===== config.mk =====
export PLATFORM = sky130hd
export DESIGN_NAME = miner_controller
export DESIGN_NICKNAME = d
export VERILOG_FILES = /design/src/rtl/miner_controller.sv
export SDC_FILE = /design/constraint.sdc
export NUM_CORES = 1
export LEC_CHECK = 0
export BUFFER_PORTS_ARGS = -buffer_cell sky130_fd_sc_hd__buf_2
export CAP_MARGIN = 0
export CELL_PAD_IN_SITES_DETAIL_PLACEMENT = 0
export CELL_PAD_IN_SITES_GLOBAL_PLACEMENT = 1
export CORE_ASPECT_RATIO = 1.75
export CORE_MARGIN = 2
export CORE_UTILIZATION = 25
export CTS_CLUSTER_DIAMETER = 100
export DETAILED_ROUTE_END_ITERATION = 10
export PLACE_DENSITY_LB_ADDON = 0.1
export SKIP_LAST_GASP = 1
export SLEW_MARGIN = 5
export SYNTH_ARGS = -nofsm -noshare
export SYNTH_HDL_FRONTEND = slang
export SYNTH_SLANG_ARGS = --single-unit
export TNS_END_PERCENT = 50

===== constraint.sdc =====
create_clock -name clk -period 2.4 [get_ports clk]
set_input_delay 0 -clock clk [delete_from_list [all_inputs] [get_ports clk]]
set_output_delay 0 -clock clk [all_outputs]
set_load 0.05 [all_outputs]

===== src/rtl/miner_controller.sv =====
// Nonce-search controller: loads a block header, then sweeps nonces through the hash core
// until a hit is found or the nonce space runs out.
module miner_controller #(
  parameter int unsigned NONCE_W = 32
) (
  input  logic               clk,
  input  logic               rst,
  input  logic               start_found_i,
  input  logic               midstate_shifts_done_i,
  input  logic               remaining_shifts_done_i,
  input  logic               hash_done_i,
  input  logic               hash_below_target_i,
  input  logic               result_ack_i,
  output logic [2:0]         controller_state_o,
  output logic               shift_en_o,
  output logic               hash_start_o,
  output logic [NONCE_W-1:0] nonce_o,
  output logic               nonce_found_o,
  output logic               exhausted_o
);

  // The encoding is visible on controller_state_o and drives the external shift timer.
  typedef enum logic [2:0] {
    StIdle      = 3'b000,
    StLoadMid   = 3'b001,
    StLoadRem   = 3'b010,
    StHashStart = 3'b011,
    StHashWait  = 3'b100,
    StCheck     = 3'b101,
    StFound     = 3'b110,
    StExhausted = 3'b111
  } state_e;

  localparam logic [NONCE_W-1:0] NonceOne = {{(NONCE_W-1){1'b0}}, 1'b1};

  state_e             state_q, state_d;
  logic [NONCE_W-1:0] nonce_q, nonce_d;
  logic               hit_q, hit_d;

  always_ff @(posedge clk or posedge rst) begin
    if (rst) begin
      state_q <= StIdle;
      nonce_q <= '0;
      hit_q   <= 1'b0;
    end else begin
      state_q <= state_d;
      nonce_q <= nonce_d;
      hit_q   <= hit_d;
    end
  end

  always_comb begin
    state_d = state_q;
    nonce_d = nonce_q;
    hit_d   = hit_q;
    unique case (state_q)
      StIdle: begin
        if (start_found_i) begin
          state_d = StLoadMid;
          nonce_d = '0;
        end
      end
      StLoadMid: begin
        // A new start marker restarts the load and wins over the shift timer.
        if (start_found_i) begin
          state_d = StLoadMid;
          nonce_d = '0;
        end else if (midstate_shifts_done_i) begin
          state_d = StLoadRem;
        end
      end
      StLoadRem: begin
        if (start_found_i) begin
          state_d = StLoadMid;
          nonce_d = '0;
        end else if (remaining_shifts_done_i) begin
          state_d = StHashStart;
        end
      end
      StHashStart: state_d = StHashWait;
      StHashWait: begin
        if (hash_done_i) begin
          state_d = StCheck;
          hit_d   = hash_below_target_i;
        end
      end
      StCheck: begin
        // Stop on the last nonce rather than wrapping back to zero.
        if (hit_q) begin
          state_d = StFound;
        end else if (&nonce_q) begin
          state_d = StExhausted;
        end else begin
          state_d = StHashStart;
          nonce_d = nonce_q + NonceOne;
        end
      end
      StFound, StExhausted: begin
        if (result_ack_i) state_d = StIdle;
      end
    endcase
  end

  always_comb begin
    controller_state_o = state_q;
    shift_en_o         = (state_q == StLoadMid) || (state_q == StLoadRem);
    hash_start_o       = (state_q == StHashStart);
    nonce_o            = nonce_q;
    nonce_found_o      = (state_q == StFound);
    exhausted_o        = (state_q == StExhausted);
  end

endmodule


# After elaboration in Yosys (flattened, before gate mapping)
# Index checks and enable logic that the tools add are counted.
classes:
  addsub: 1
  eq_ne: 15
  n_mux: 14
  reduce_logical: 9
op_table:
  columns: ["cell", "count"]
  rows:
  - ["$mux 32", 3]
  - ["$pmux 32 s2", 1]
  - ["$add 32x1->32 const B", 1]
  - ["$reduce_and 32->1", 1]
  - ["$mux 3", 9]
  - ["$pmux 3 s7", 1]
  - ["$eq 3x3->1 const B", 4]
  - ["$ne 2x2->1 const B", 5]
  - ["$eq 3x2->1 const B", 2]
  - ["$ne 3x3->1 const B", 2]
  - ["$reduce_and 5->1", 1]
  - ["$reduce_and 4->1", 1]
  - ["$eq 3x1->1 const B", 1]
  - ["$logic_not 3->1", 1]
  - ["$reduce_or 3->1", 1]
  - ["$ne 2x1->1 const B", 1]
  - ["$reduce_and 2->1", 1]
  - ["$reduce_bool 2->1", 1]
  - ["$reduce_or 2->1", 1]
  - ["$logic_or 1x1->1", 1]
totals:
  out_inout_bits: 39
  word_cells: 42
  reg_bits: 36
  inputBits: 8

# Logic depth before layout (Yosys ltp)
# Gate-level depths: netlist of the first run.
depth:
  ltp_word: 4
  ltp_mapped: 8
  depth_no_buf: 6

# Worst setup path before layout of the first run
# Ideal clock, no wire load.
synth_path:
  kind: "flip-flop to flip-flop"
  from: "register nonce_q[0] (netlist: nonce_o[0])"
  to: "register nonce_q[22] (netlist: nonce_o[22])"
  arrival_time_ns: 2.253
  setup_ns: 0.110
  required_ns: 2.290
  period_less_slack_ns: 2.363
  setup_slack_ns: 0.037
  stages_incl_launch_ff: 9
  path_buffers: 2
  path_cell_list: "dfrtp_1 -> ha_1 -> nand3_1 -> nor4_4 -> and4b_1 -> buf_6 -> buf_6 -> o31ai_1 -> o41ai_1"
synth_between:
  elab_chain_len: 4
  word_cells_on_any_way: 7
  cone_classes: "1 x add/sub; 1 x eq/ne; 3 x mux; 2 x reduce/logical"
synth_rtl:
  columns: ["element", "line", "text"]
  rows:
  - ["start, declared", "37", "logic [NONCE_W-1:0] nonce_q, nonce_d;"]
  - ["start signal, assigned", "47", "nonce_q <= nonce_d;"]
  - ["$add 32x1->32", "95", "nonce_d = nonce_q + NonceOne;"]
  - ["$mux 32", "91", "end else if (&nonce_q) begin"]
  - ["$mux 32", "89", "if (hit_q) begin"]
  - ["$pmux 32 s2", "56", "unique case (state_q)"]
# Parallel ways exist; a longest one is shown, timed or not. The select of a mux whose other input is x is not followed.
# A chain may end at the register's enable or synchronous reset.

# Final worst setup path of the first run
layout_path:
  from: "register nonce_q[0] (netlist: nonce_o[0])"
  to: "register nonce_q[13] (netlist: nonce_o[13])"
# Same word-level chain as after synthesis.

==> results of run 1 <==
## through the flow
| stage | hold WS [ns] | worst slack, ns | std cells | total power (W) | utilization (%) |
|---|---|---|---|---|---|
| after floorplan | 0.152 | 0.0369 | 255 | 0.00143 | - |
| after global placement | 0.162 | 0.363 | 434 | 0.00176 | 31.3 |
| after detailed placement | 0.166 | 0.302 | 434 | 0.00176 | 31.3 |
| after CTS | 0.116 | 0.282 | 443 | 0.00242 | 33.0 |
| after global routing | 0.132 | 0.0821 | 443 | 0.00252 | 33.0 |
| final | 0.120 | 0.284 | 443 | 0.00237 | 33.0 |
## power by group
part | total, W | internal (W) | leakage [nW] | switching [W]
clock | 0.000638 | 0.000378 | 0.0667 | 0.000260
sequential | 0.000733 | 0.000647 | 0.495 | 0.0000860
combinational | 0.00100 | 0.000329 | 0.827 | 0.000674
total | 0.00237 | 0.00135 | 1.39 | 0.00102
## layout make-up
type / instances / area share [%]
clock buffer: 6 / 4.34
sequential: 36 / 30.4
clock inverter: 1 / 0.169
tap: 120 / 5.06
multi-input combinational: 200 / 43.6
inverter: 4 / 0.506
timing repair buffer: 76 / 15.9
## sequential cells by signal (all words and copies together) (netlist names)
register,flops
controller_state_o,3
nonce_o,32
hit_q,1
## path summary, 6_finish.rpt
| path | from | endpoint | cells past startpoint |
|---|---|---|---|
| min in group asynchronous | rst | nonce_o[3] | 4 |
| worst min register to register | nonce_o[27] | nonce_o[27] | 1 |
| worst max register to register | nonce_o[0] | nonce_o[13] | 6 |
| worst min-delay path | start_found_i | controller_state_o[1] | 3 |
| max in group asynchronous | rst | nonce_o[25] | 4 |
| worst max-delay path | nonce_o[0] | nonce_o[13] | 6 |
## logic make-up (layout without fill, tap and decap cells)
| kind of cell | count (synthesis) | in the layout | share of synthesized area [%] |
|---|---|---|---|
| simple gates | 100 | 100 | 26.5 |
| compound gates | 96 | 96 | 28.1 |
| flops | 36 | 36 | 39.3 |
| buf+inv | 19 | 87 | 4.21 |
| mux | 2 | 2 | 0.928 |
| fa+ha+maj | 1 | 1 | 0.546 |
| xor+xnor | 1 | 1 | 0.382 |
## worst reg2reg max path: cells and delay by family, from the launching register on
| family | cells | cell delay (ns) |
|---|---|---|
| compound gates | 1 | 0.30 |
| fa+ha+maj | 1 | 0.26 |
| flops | 1 | 0.42 |
| simple gates | 4 | 1.02 |
## repair_timing
| action | 4_1_cts | 5_1_grt |
|---|---|---|
| hold endpoints to repair | 37 | 0 |
| hold buffers | 2 | 0 |
| setup buffers | 0 | 0 |
## layer usage
metal	share of wire, %	up-vias	wire length, um	global-route usage (%)
li1	-	1147	-	-
met4	2.0	0	155	6.95
met1	42	1152	3350	19.1
met5	0	-	0	0
met3	2.6	9	209	2.40
met2	53	47	4230	31.2
## cell usage in the layout (no fill, tap or decap), types with 2 or more instances in the layout
cell type      Yosys  layout
and4_1             3       3
nor4_4             2       2
nor2b_1            2       2
nand3_1           16      16
a31oi_1            6       6
a211o_1            2       2
dlygate4sd3_1      0       2
clkbuf_16          0       5
a41oi_1            4       4
a21o_1             2       2
nor3b_1            2       2
and2_1             2       2
dfrtp_1           36      36
nor4_2             2       2
o31ai_1           37      37
o21ai_0           21      21
o22ai_1            6       6
or3_1              2       2
nand2_1           15      15
inv_1              4       4
or2_2              2       2
and3_1             8       8
nor2_1            12      12
buf_2              3      46
a21oi_1           11      11
nand4_1           11      11
nand2b_1           7       7
o41ai_1            3       3
nor3_1             7       7
buf_4              1      27
==> results.json, run 1 <==
{
  "critPathLaunchType": "flip-flop",
  "rows": 46,
  "start_util_pct": 25.5,
  "worstPathBufferInverterCount": 0,
  "ys_ff_latch": 36,
  "hpwl_um": 5590,
  "drt-pass1-iter-count": 4,
  "slowest_delay_ns": 0.42,
  "vias": 2355,
  "crit_type": "flip-flop to flip-flop",
  "grt_antenna_before_repair": 0,
  "finalSetupViolCount": 0,
  "overflow": 0,
  "worst_ep_required_time_ns": 2.57,
  "netlist.area_leader.share_pct": 39.3,
  "fin_nets": 332,
  "cts_inserted_buffers": 5,
  "ff_latch_area_um2": 901,
  "avgSynthCellArea_um2": 8.98,
  "n_antenna_cell": 0,
  "htree_levels": 2,
  "clockBufferDepth": 2,
  "postPlaceCellArea_mm2": 0.00281,
  "synth_top_area_cell": "dfrtp_1",
  "peakVddDrop_mv": 0.523,
  "synthCells": 255,
  "min_period_ns": 2.12,
  "grt_max_degree": 37,
  "die_h_um": 131,
  "drive_above_1_share_pct": 27.9,
  "wl_per_cell_um": 17.9,
  "cts_tree": "yes",
  "hp-class": "input port to flip-flop",
  "tns_ns": 0,
  "status": "completed",
  "cp_top_family": "simple AND/OR/NAND/NOR gates",
  "ys.flop_type": "dfrtp_1",
  "netlist_top_cells_count": "o31ai_1, dfrtp_1, o21ai_0, nand3_1, nand2_1",
  "final_antenna_net_count": 0,
  "chipWidth_um": 76.4,
  "grt_pass1_wl_um": 12900,
  "critical_path.slowest_cell": "dfrtp_1",
  "crit_fanout": 6,
  "portBuffers": 46,
  "place.gp.congestion": 0.751,
  "finalHoldViolCount": 0,
  "grtUsageTotal_pct": 16.7,
  "rrSetupSlack_ns": 0.28,
  "endpoint_kind": "flip-flop",
  "io_pins": 47,
  "cp.arrival_ns": 2.29,
  "syn_area_mm2": 0.00229,
  "yosysSeqAreaShare_pct": 39.3,
  "cts-resized-gates": 0,
  "drc_errors": 0,
  "tightestPinTransition_ns": 0.523,
  "clk_pin_slew_ns": 0.06,
  "path_cells": "ha_1, nand3_1, nor4_4, and4b_1, or2_2, a211o_1",
  "fillers": 985,
  "multi_input_area_mm2": 0.00129,
  "synthArstFlopShare_pct": 100,
  "fin_skew_ns": 0.00516,
  "drv_cap": 0,
  "yosysMostFrequentCell": "o31ai_1",
  "yosysUniqueCellTypes": 46,
  "area_delta_synth_final_pct": 29.5,
  "ys_warn_count": 0,
  "powerDensity_mw_per_mm2": 800,
  "root_buffer": "clkbuf_16",
  "max-slew-margin-rel_pct": 65.2,
  "max_freq_ghz": 0.472,
  "core_area_mm2": 0.00898,
  "vias_per_cell": 5.32,
  "power.leakage_nw": 1.39,
  "grt_setup_unrepaired": "false",
  "cts_sinks": 36,
  "first_iter_violations": 105,
  "final_max_slew_viol_count": 0,
  "final_area_mm2": 0.00297,
  "clkLatencyLatePin_ns": 0.29,
  "dieArea_mm2": 0.00998,
  "grt_pass1_vias": 2303,
  "synth_edf_count": 0,
  "syn_nets": 264,
  "totalWireLength_um": 7940,
  "final.period_utilization_pct": 88.2,
  "yosys-top-cells-area": "dfrtp_1, o31ai_1, o21ai_0, nand3_1, nand4_1"
}
No activity file was read; power rests on OpenSTA's default activity.
==> inputs of run 2 (changes only) <==
CORE_ASPECT_RATIO = 1.2   (was 1.75)
==> results.json, run 2 (synthesis gave the netlist of run 1 again) <==
{
  "n_antenna_cell": 0,
  "tightestPinTransition_ns": 0.505,
  "htree_levels": 2,
  "min_period_ns": 2.11,
  "tns_ns": 0,
  "crit_fanout": 9,
  "p_seq_share_pct": 30.9,
  "core_area_mm2": 0.00899,
  "worst_ep_required_time_ns": 2.58,
  "start_util_pct": 25.5,
  "finalHoldViolCount": 0,
  "r2r-end": "nonce_o[25]",
  "final.period_utilization_pct": 87.9,
  "clockBufferDepth": 2,
  "area_delta_synth_final_pct": 28.0,
  "grt_setup_unrepaired": "false",
  "root_buffer": "clkbuf_8",
  "overflow": 0,
  "swShare_pct": 44.6,
  "chipWidth_um": 91.4,
  "max_freq_ghz": 0.474,
  "peakVddDrop_mv": 0.669,
  "fin_nets": 335,
  "grt_pass1_vias": 2371,
  "wl_per_cell_um": 16.9,
  "finalSetupViolCount": 0,
  "crit_type": "flip-flop to flip-flop",
  "dieArea_mm2": 0.00995,
  "worstHoldStart": "start_found_i",
  "drc_errors": 0,
  "rows": 38,
  "final_antenna_net_count": 0,
  "holdPathStages": 3,
  "first_iter_violations": 132,
  "final_max_slew_viol_count": 0,
  "portBuffers": 46,
  "io_pins": 47,
  "rrSetupSlack_ns": 0.29,
  "power.switching_w": 0.000999,
  "die_h_um": 109,
  "ff_latch_area_um2": 901,
  "layout_commonest_cell": "buf_2",
  "min_delay_worst_endpoint": "controller_state_o[1]",
  "clk_pin_slew_ns": 0.08,
  "status": "completed",
  "drt-pass1-iter-count": 4,
  "power.leakage_nw": 1.38,
  "largest_reg_flops": 32,
  "grtUsageTotal_pct": 15.9,
  "pwr-share-comb_pct": 48.1,
  "place.gp.congestion": 0.763,
  "fin_skew_ns": 0.00838,
  "totalWireLength_um": 7540,
  "power_frac_clock_pct": 21.0,
  "cp.arrival_ns": 2.29,
  "hp-class": "input port to flip-flop",
  "hpwl_um": 5260,
  "fin_cells": 447,
  "grt_max_degree": 37,
  "p_int_w": 0.00124,
  "power_w": 0.00224,
  "drive_above_1_share_pct": 28.4,
  "layout_common_cells": "buf_2, o31ai_1, dfrtp_1",
  "r2r-start": "nonce_o[0]",
  "vias": 2378,
  "cts_sinks": 36,
  "place_inst": 437,
  "drv_cap": 0,
  "rr_worst_depth": 7,
  "endpoint_kind": "flip-flop",
  "grt_antenna_before_repair": 0,
  "cts-resized-gates": 0,
  "final_util_pct": 32.6,
  "vias_per_cell": 5.32,
  "grt_pass1_wl_um": 12600,
  "fillers": 975,
  "powerDensity_mw_per_mm2": 763,
  "max-slew-margin-rel_pct": 66.3,
  "clkLatencyLatePin_ns": 0.29,
  "multi_input_area_mm2": 0.00129,
  "critPathLaunchType": "flip-flop",
  "cts_tree": "yes",
  "cts_inserted_buffers": 5
}
[run 2: cell types whose count changed in the layout (fill, tap and decap cells not counted), sizes merged]
cell / change
clkinv: -1
buf: +3
clkbuf: +2
[run 2: area by class of cell]
type | instances | area share [%]
timing repair buffer | 79 | 16.5
clock buffer | 8 | 3.07
inverter | 4 | 0.512
tap | 120 | 5.12
sequential | 36 | 30.7
multi-input combinational | 200 | 44.1
[run 2: power groups by stage]
stage          sequential (W)  clock [W]  combinational, W
5_1_grt              0.000702   0.000507           0.00118
3_5_place_dp         0.000705          0           0.00108
6_report             0.000692   0.000469           0.00108
3_3_place_gp         0.000703          0           0.00108
4_1_cts              0.000692   0.000483           0.00109
2_1_floorplan        0.000809          0          0.000625
[run 2: how the worst max path moves through the flow]
stage | startpoint | endpoint | cells past startpoint
4_1_cts | nonce_o[0] | nonce_o[24] | 7
2_1_floorplan | nonce_o[0] | nonce_o[22] | 8
3_5_place_dp | nonce_o[0] | nonce_o[26] | 7
6_report | nonce_o[0] | nonce_o[25] | 7
3_3_place_gp | nonce_o[1] | nonce_o[25] | 7
5_1_grt | nonce_o[0] | nonce_o[24] | 7
[run 2: metal layers]
metal / vias up / global-route usage, % / wire (um)
met2: 84 / 26.3 / 3560
met5: - / 0 / 0
met3: 9 / 2.21 / 384
met4: 0 / 6.06 / 148
li1: 1149 / - / -
met1: 1136 / 21.1 / 3440
[run 2: worst max-delay path, cell delays in order, from the launching register on]
cell	delay [ns]
dfrtp_1	0.42
ha_1	0.24
nand3_1	0.17
nor4_4	0.39
a31o_2	0.34
buf_4	0.21
buf_4	0.15
o31ai_1	0.07
[run 2: metrics by stage]
| step | setup WS (ns) | instance area [um2] | hold WS (ns) |
|---|---|---|---|
| finish | 0.291 | 2930 | 0.107 |
| CTS | 0.274 | 2930 | 0.0984 |
| floorplan | 0.0369 | 2290 | 0.152 |
| global route | 0.0972 | 2930 | 0.132 |
| global placement | 0.379 | 2820 | 0.151 |
| detailed placement | 0.275 | 2820 | 0.155 |
[run 2: repair_timing]
item / 4_1_cts / 5_1_grt
setup buffers: 0 / 0
endpoints found under the hold margin: 37 / 0
hold buffers: 2 / 0
